`src/rtl/approx_mult_pkg.sv`:
```
// Shared types and cell functions for the approximate multiplier reduction tree.
// Each cell function returns {carry, sum}.
package approx_mult_pkg;
  localparam int ROW_W_DEF = 16;

  typedef enum logic {
    CELL_EXACT  = 1'b0,
    CELL_OR_AND = 1'b1
  } cell_kind_e;

  function automatic logic [1:0] or_and_fn(input logic a, input logic b, input logic d);
    return {a & b, a | b | d};
  endfunction

  function automatic logic [1:0] full_add_fn(input logic a, input logic b, input logic d);
    return {(a & b) | (a & d) | (b & d), a ^ b ^ d};
  endfunction
endpackage

```
`src/rtl/approx_cell_sel.sv`:
```
// One-bit 3:2 compressor.
// The kind input picks between an exact full adder and the OR-AND approximation.
module approx_cell_sel
  import approx_mult_pkg::*;
(
  input  logic       a,
  input  logic       b,
  input  logic       d,
  input  cell_kind_e kind,
  output logic       s,
  output logic       c
);
  always_comb begin
    {c, s} = (kind == CELL_OR_AND) ? or_and_fn(a, b, d) : full_add_fn(a, b, d);
  end
endmodule

```
`src/rtl/approx_csa_row.sv`:
```
// Two-stage elastic carry-save row with a run-time exact/approximate split point.
// Also carries a saturating error counter for approximate results that differ from the exact sum.
module approx_csa_row
  import approx_mult_pkg::*;
#(
  parameter int W     = ROW_W_DEF,
  parameter int ERR_W = 16,
  parameter int AW    = $clog2(W + 1)
) (
  input  logic             clk,
  input  logic             rst_n,
  input  logic             in_valid,
  output logic             in_ready,
  input  logic [W-1:0]     a,
  input  logic [W-1:0]     b,
  input  logic [W-1:0]     d,
  input  logic [AW-1:0]    approx_lsbs,
  output logic             out_valid,
  input  logic             out_ready,
  output logic [W-1:0]     sum,
  output logic [W-1:0]     carry,
  output logic             mismatch,
  output logic [ERR_W-1:0] err_cnt,
  input  logic             err_clr
);
  typedef struct packed {
    logic [W-1:0]  a;
    logic [W-1:0]  b;
    logic [W-1:0]  d;
    logic [AW-1:0] lsbs;
  } req_t;

  localparam logic [AW-1:0] LSBS_MAX = AW'(W);

  req_t         s1;
  logic [2:1]   vld_pipe;
  logic         s2_load;
  logic [W-1:0] s_comb, c_comb;
  logic [W+1:0] csa_val, ref_val;

  assign out_valid = vld_pipe[2];
  assign s2_load   = !vld_pipe[2] || out_ready;
  assign in_ready  = !vld_pipe[1] || s2_load;

  for (genvar i = 0; i < W; i++) begin : g_cell
    cell_kind_e kind;
    assign kind = (AW'(i) < s1.lsbs) ? CELL_OR_AND : CELL_EXACT;
    approx_cell_sel u_cell (
      .a    (s1.a[i]),
      .b    (s1.b[i]),
      .d    (s1.d[i]),
      .kind (kind),
      .s    (s_comb[i]),
      .c    (c_comb[i])
    );
  end

  // Both sides widened to W+2 so neither the carry shift nor the 3-operand sum can overflow.
  assign csa_val = {2'b00, s_comb} + {1'b0, c_comb, 1'b0};
  assign ref_val = {2'b00, s1.a} + {2'b00, s1.b} + {2'b00, s1.d};

  always_ff @(posedge clk or negedge rst_n) begin
    if (!rst_n) begin
      vld_pipe <= '0;
      s1       <= '0;
      sum      <= '0;
      carry    <= '0;
      mismatch <= 1'b0;
      err_cnt  <= '0;
    end else begin
      if (in_ready) vld_pipe[1] <= in_valid;
      if (in_valid && in_ready) begin
        s1.a    <= a;
        s1.b    <= b;
        s1.d    <= d;
        s1.lsbs <= (approx_lsbs > LSBS_MAX) ? LSBS_MAX : approx_lsbs;
      end
      if (s2_load) begin
        vld_pipe[2] <= vld_pipe[1];
        if (vld_pipe[1]) begin
          sum      <= s_comb;
          carry    <= c_comb;
          mismatch <= (csa_val != ref_val);
        end
      end
      if (err_clr)
        err_cnt <= '0;
      else if (out_valid && out_ready && mismatch && (err_cnt != '1))
        err_cnt <= err_cnt + ERR_W'(1);
    end
  end
endmodule
```
`config.mk`:
```
export PLATFORM = sky130hd
export DESIGN_NAME = approx_csa_row
export DESIGN_NICKNAME = d
export VERILOG_FILES = /design/src/rtl/approx_mult_pkg.sv /design/src/rtl/approx_cell_sel.sv /design/src/rtl/approx_csa_row.sv
export SDC_FILE = /design/constraint.sdc
export NUM_CORES = 1
export LEC_CHECK = 0
export ABC_AREA = 0
export CORE_MARGIN = 3
export CORE_UTILIZATION = 55
export CTS_CLUSTER_DIAMETER = 30
export CTS_CLUSTER_SIZE = 16
export DETAILED_ROUTE_END_ITERATION = 10
export PLACE_DENSITY = 0.89
export SKIP_CTS_REPAIR_TIMING = 1
export SYNTH_ARGS = -nofsm -noshare
export SYNTH_HDL_FRONTEND = slang
export SYNTH_SLANG_ARGS = --single-unit
export TNS_END_PERCENT = 20
```
`constraint.sdc`:
```
create_clock -name clk -period 10.6 [get_ports clk]
set_input_delay 1.06 -clock clk [delete_from_list [all_inputs] [get_ports clk]]
set_output_delay 1.06 -clock clk [all_outputs]
set_load 0.05 [all_outputs]
```
==> summary.txt, run 1 <==
Routing
  – Iter 0 DRT Violations: 288
  – Pre-antenna DRT Iters: 4
  – WL final: 15.38 mm
  – # DRC: 0
  – DR vias/cell: 5.458
  – WL per Instance: 15.66 um
  – Vias: 5,360
  – Post-route ant nets: 0

Synth
  – Post-Synth XOR/XNOR Area: 0.06268
  – Mux contribution to synthesized area: 0.1370
  – Adder-cell share of the synthesized area: 0.1594
  – Register area share after synthesis: 0.3612
  – FF+latch count, synth: ~100
  – Cell with the most instances after synthesis: dfrtp_1
  – Synth unique cells: 63
  – Top cells by count, synth: dfrtp_1, mux2_2, inv_1, ha_1, nor2_1
  – Post-Synthesis Cells: between 700 and 800
  – FFs w/ async S/R, synth: 1.000
  – Synth warn: 0
  – Cell Area, Synth: 0.007206 mm^2
  – EDFF count, synth: 0
  – Share of Yosys cell area claimed by the top area cell type: 0.3612
  – Largest family of logic cells by synthesized area: adder cells
  – Syn avg cell area: 10.28 um^2
  – Mapped Nets: 840
  – Simple logic cell fraction of the synthesized area: 0.1117
  – Post-synthesis compound-gate area fraction: 0.1181
  – Primary FF master, synth: dfrtp_1
  – Ranking of synthesized cells by area: dfrtp_1, mux2_2, ha_1
  – Post-synth top area cell: dfrtp_1

Setup path
  – CP Depth: 12
  – CP max-delay cell: dfrtp_1
  – CP Buf/Inv Count: 0
  – Worst reg2reg setup slack: around 6.5 ns
  – Reg2reg start: s1[4]$_DFFE_PN0P_
  – Startpoint types: flop
  – Crit path capture: mismatch$_DFFE_PN0P_
  – Crit-path max cell delay: between 0.5 and 0.6 ns
  – CP startpoint: s1[4]$_DFFE_PN0P_
  – Crit. End Element: flop
  – FF-to-FF End: mismatch$_DFFE_PN0P_
  – Cells on worst reg2reg path: 12
  – Top Family by Delay on Critical Path: compound AO/OA/AOI/OAI gates
  – Critical path class: reg -> reg
  – Required arrival time at the worst endpoint: 10.84 ns
  – Crit path DAT: 4.34 ns
  – CP cell instances: or3_1, nor2_1, mux2_2, fa_1, a211oi_1, o21ai_1, a221o_1, a41o_1, o31ai_4, xor2_1, nor4_1, a31oi_1
  – Crit Path Max Fanout: 16

Timing
  – Peak Freq: ~240 MHz
  – Period utilization: 0.3866
  – Setup TNS Final: 0 ns
  – Setup ws final: 6.502 ns
  – Final hold violation count: 0
  – Max-slew violations: 0
  – Worst-Margin Slew: 0.7280 ns
  – RSZ-0062 raised after global routing: false
  – Final worst clock skew: between 0.009 and 0.01 ns
  – Max-slew headroom: 0.5146
  – Final Critical Period: 4.098 ns
  – Final setup fails: 0

Finish
  – Share of layout cells above drive strength 1: 0.1543
  – Final Cell Area: 0.008761 mm^2
  – Synth-to-Final Area Change: 21.58%
  – Final cell count without fillers: 982
  – Final nets: 944
  – Antenna Cells: 0

Clock tree
  – TritonCTS buffer count: 9
  – CTS tree: yes
  – Clock transition at path regs: 0.07 ns
  – Maximum root-to-sink buffer count: 2
  – Clk Latency, worst-skew pair: 0.36 ns
  – TritonCTS Sinks: 104
  – CTS Root Cell: clkbuf_16
  – H-tree depth: 3

Run
  – Max-Cap Viols: 0

Place
  – Dpl cells: 966
  – HPWL after DPL: 11.56 mm
  – Worst slack, placed: 6.528 ns
  – Placer congestion estimate: 0.8873
  – # port buffers: 108
  – DP Area: 0.008457 mm^2

Die
  – Die Wd: 120.5 um
  – I/O Pins: 109
  – Core Rows: 41
  – DIE AREA: 0.01451 mm^2
  – Die Y: 120.5 um
  – Starting Density: 0.5664
  – Core ar.: 0.01272 mm^2

Global routing
  – Global route total overflow: 0
  – Gr usage total: 0.2229
  – Initial antenna violation count: 0
  – M2 GR Usage: 0.3692
  – Global routing usage on met3: 0.04537
  – Global-route wire length before repair: 26.12 mm
  – Vias in the first global route: between 5,000 and 6,000
  – Met1 Usage GRT: 0.2960
  – Global route hottest layer: met2
  – Largest net degree at the start of global routing: 58

Power
  – Leak: between 0.003 and 0.004 uW
  – Pwr Density: between 200 and 300 mW/mm^2
  – VDD IR-drop max: 0.0001594 V

Worst hold path
  – Class of the worst hold path: reg -> reg

Outcome
  – Status: finished, final reports clean
==> sequential cells by signal, indices dropped and copies added, names as in the netlist <==
signal    cells
err_cnt      16
sum          16
mismatch      1
s1           53
vld_pipe      2
carry        16
==> where the power goes <==
group | switching, uW | internal [uW] | total, uW
Combinational | 780 | 592 | 1370
Clock | 151 | 190 | 342
Sequential | 61.3 | 474 | 535
Total | 993 | 1260 | 2250
==> layout by cell type, fill, tap and decap left out, types with 5 or more instances in the layout <==
cell               n
a21oi_1           41
and3_1             5
nor3b_1           10
nor3_1            12
xnor2_1           24
inv_1             78
clkbuf_16          9
a21o_1             8
a31oi_1            9
or3_1              7
fa_1              18
nand2_1           38
dfrtp_1          104
nand4_1            8
clkdlybuf4s50_1  107
nand3_1            9
mux2_2            85
nor2_1            43
o21ai_0           21
ha_1              63
nand2b_1           8
xor2_1            25
==> cell type report <==
type | instances | area (um^2)
Clock buffer | 10 | 239.0
Multi-Input combinational cell | 501 | 4245
Clock inverter | 6 | 65.06
Fill cell | 983 | 3961
Tap cell | 172 | 215.2
Timing Repair Buffer | 111 | 1101
Sequential cell | 104 | 2603
Inverter | 78 | 292.8
==> worst register-to-register path, stage by stage, from the launching register on <==
cell and delay [ns]:
dfrtp_1 0.56, or3_1 0.52, nor2_1 0.23, mux2_2 0.41, fa_1 0.46, a211oi_1 0.35, o21ai_1 0.15, a221o_1 0.34
a41o_1 0.28, o31ai_4 0.18, xor2_1 0.10, nor4_1 0.29, a31oi_1 0.11
==> per-stage QoR <==
stage | utilization | power (uW) | hold slack, ns
after global placement | 0.6647 | 1866 | 0.4657
after floorplan | - | 1579 | 0.4794
after CTS | 0.6886 | 2251 | 0.4979
final | 0.6886 | 2250 | 0.4958
after global routing | 0.6886 | 2413 | 0.5213
after detailed placement | 0.6647 | 1893 | 0.4806
==> how the worst min path moves through the flow <==
stage                                from  slack, ns  depth (start not counted)               endpoint
floorplan              s1[10]$_DFFE_PN0P_       0.48                          1     s1[10]$_DFFE_PN0P_
global placement    carry[15]$_DFFE_PN0P_       0.47                          2  carry[15]$_DFFE_PN0P_
detailed placement  carry[15]$_DFFE_PN0P_       0.48                          2  carry[15]$_DFFE_PN0P_
CTS                 carry[15]$_DFFE_PN0P_       0.50                          2  carry[15]$_DFFE_PN0P_
global route        carry[15]$_DFFE_PN0P_       0.52                          2  carry[15]$_DFFE_PN0P_
finish              carry[15]$_DFFE_PN0P_       0.50                          2  carry[15]$_DFFE_PN0P_
==> cell families after synthesis <==
logic type | count (synthesis)
multiplexers | 88
XOR/XNOR | 50
adder cells (fa/ha/maj) | 81
AO/OA/AOI/OAI | 122
flip-flops | 104
buffers and inverters | 96
AND/OR/NAND/NOR | 160
==> per-layer routing <==
metal	up-vias	wire, um
li1	2626	-
met1	2593	7034
met2	119	7408
met3	22	654
met4	0	281
met5	-	0
Power figures use the tool's default switching activity.
==> run 2: changes to the inputs <==
--- a/config.mk
+++ b/config.mk
@@ -7,11 +7,11 @@
 export LEC_CHECK = 0
 export ABC_AREA = 0
 export CORE_MARGIN = 3
-export CORE_UTILIZATION = 55
+export CORE_UTILIZATION = 50
 export CTS_CLUSTER_DIAMETER = 30
 export CTS_CLUSTER_SIZE = 16
 export DETAILED_ROUTE_END_ITERATION = 10
-export PLACE_DENSITY = 0.89
+export PLACE_DENSITY = 0.86
 export SKIP_CTS_REPAIR_TIMING = 1
 export SYNTH_ARGS = -nofsm -noshare
 export SYNTH_HDL_FRONTEND = slang
==> constraint.sdc (replaced) <==
create_clock -name clk -period 3.67 [get_ports clk]
set_input_delay 0.367 -clock clk [delete_from_list [all_inputs] [get_ports clk]]
set_output_delay 0.367 -clock clk [all_outputs]
set_load 0.05 [all_outputs]
==> run 2 against run 1 <==
Critical path depth rose by 1. Via count rose by 2.9%. Final area rose by 5.2%. Worst hold slack got worse by 0.30 ns. Power rose to 3.1 times the previous value. Worst setup slack got worse by 6.4 ns. Sequential power rose to 2.9 times the previous value. Critical path type unchanged.
==> summary.txt, run 2 (same netlist as run 1, synthesis figures left out) <==
Setup path
  – Required arrival time at the worst endpoint: 3.89 ns
  – Top Family by Delay on Critical Path: compound AO/OA/AOI/OAI gates
  – Critical path class: reg -> reg
  – Worst reg2reg setup slack: roughly 0.10 ns
  – CP Depth: 13
  – Crit. End Element: flop
  – Crit-path max cell delay: 0.44 ns
  – Crit Path Max Fanout: 3
  – CP most frequent cell: o211a_1
  – CP Buf/Inv Count: 1
  – Cells on worst reg2reg path: 13
  – CP max-delay cell: or3_4
  – CP cell instances: or3_4, nor2_4, mux2_2, buf_4, ha_1, a211oi_2, o21bai_1, o211a_1, o211a_1, nor3_2, xor2_1, nor4_2, a31oi_1
  – Crit path DAT: 3.79 ns
  – Startpoint types: flop

Clock tree
  – H-tree depth: 3
  – Clk Latency, worst-skew pair: around 0.36 ns
  – CTS tree: yes
  – CTS Root Cell: clkbuf_16
  – TritonCTS buffer count: 9
  – Clock transition at path regs: 0.07 ns
  – TritonCTS Sinks: 104
  – Maximum root-to-sink buffer count: 2

Routing
  – # DRC: 0
  – Post-route ant nets: 0
  – Pre-antenna DRT Iters: 5
  – Vias: 5,513
  – WL per Instance: 15.78 um
  – Iter 0 DRT Violations: around 280
  – DR vias/cell: 5.405
  – WL final: ~16 mm

Finish
  – Synth-to-Final Area Change: 27.90%
  – Final cell count without fillers: 1,020
  – Final Cell Area: a little over 0.009 mm^2
  – Most frequent cells in the layout: clkdlybuf4s50_1, dfrtp_1, mux2_2
  – # fillers: 1,049
  – Final core utilization: 0.6589
  – Share of layout cells above drive strength 1: 0.2179
  – Most common cell after layout, fill and taps aside: clkdlybuf4s50_1
  – Largest register FFs: 53
  – Top reg by flops: s1
  – Antenna Cells: 0
  – Final nets: 974

Global routing
  – Vias in the first global route: roughly 5,600
  – Global-route wire length before repair: 26.27 mm
  – Largest net degree at the start of global routing: 85
  – Gr usage total: 0.2004
  – Global route total overflow: 0
  – Initial antenna violation count: 0

Timing
  – Max-slew violations: 0
  – Final setup fails: 0
  – Worst-Margin Slew: 1.046 ns
  – Final worst clock skew: roughly 0.0058 ns
  – Max-slew headroom: 0.3026
  – Final Critical Period: 3.565 ns
  – Peak Freq: 280.5 MHz
  – Period utilization: 0.9715
  – Final hold violation count: 0

Place
  – Placer congestion estimate: about 0.9
  – DP Area: 0.008607 mm^2
  – # port buffers: 108
  – Dpl cells: 992
  – HPWL after DPL: roughly 12 mm

Die
  – Core ar.: 0.01399 mm^2
  – Starting Density: 0.5151
  – Die Wd: 126.0 um
  – Core Rows: 43
  – I/O Pins: 109
  – DIE AREA: 0.01589 mm^2
  – Die Y: 126.0 um

Run
  – Max-Cap Viols: 0

Power
  – Pwr Density: between 700 and 800 mW/mm^2
  – VDD IR-drop max: 0.0004237 V
  – Leak: between 0.004 and 0.005 uW
  – Total power draw: 6910 uW

Outcome
  – Status: finished, final reports clean

Worst hold path
  – Class of the worst hold path: in -> async
[run 2: changes by cell type in the layout (fill, tap and decap cells not counted), moves of 3 or more]
cell     delta
buf_4      +26
nor3_1      -3
fa_1        -3
ha_1        -4
a21oi_2     +6
buf_6       +4
fa_2        +3
a21oi_1     -7
[run 2: power breakdown]
part           internal, uW  switching [uW]
clock network           616             417
registers              1370             156
logic                  1890            2460
total                  3880            3030
[run 2: worst paths after layout]
path | end | startpoint
setup / recovery | mismatch$_DFFE_PN0P_ | s1[2]$_DFFE_PN0P_
hold / removal | s1[28]$_DFFE_PN0P_ | rst_n
setup reg to reg | mismatch$_DFFE_PN0P_ | s1[2]$_DFFE_PN0P_
hold reg to reg | carry[15]$_DFFE_PN0P_ | carry[15]$_DFFE_PN0P_
max in group asynchronous | err_cnt[15]$_DFFE_PN0P_ | rst_n
min in group clk | carry[15]$_DFFE_PN0P_ | carry[15]$_DFFE_PN0P_
[run 2: worst reg2reg max path, delay by kind of cell (launching register included)]
kind | cells | cell delay [ns]
AOI/OAI and AO/OA | 5 | 1.06
xor gates and xnor gates | 1 | 0.10
adders and majority gates | 1 | 0.31
buffers and inverters | 1 | 0.15
DFF | 1 | 0.40
muxes | 1 | 0.38
and+or+nand+nor | 4 | 1.04
[run 2: layout make-up]
class | instances | area [um^2] | share of cell area
Tap cell | 180 | 225.2 | 0.02444
Timing Repair Buffer | 141 | 1341 | 0.1455
Clock inverter | 5 | 78.83 | 0.008553
Sequential cell | 104 | 2603 | 0.2824
Multi-Input combinational cell | 501 | 4433 | 0.4810
Clock buffer | 11 | 242.7 | 0.02634
Inverter | 78 | 292.8 | 0.03177
[run 2: per-layer routing]
layer  vias up  track usage  share of wire
met2       137       0.3271           0.48
met3        27      0.04071          0.049
met4         0      0.07256          0.023
met1      2675       0.2656           0.45
met5         -            0              0
li1       2674            -              -
[run 2: per-stage QoR]
step	setup TNS (ns)	hold WS, ns	setup WS (ns)
finish	0	0.1993	0.1047
floorplan	0	0.07141	0.03456
CTS	-0.1577	0.2388	-0.1577
detailed placement	-0.05776	0.4851	-0.05776
global placement	0	0.4692	0.03452
global route	-0.06620	0.2918	-0.06620
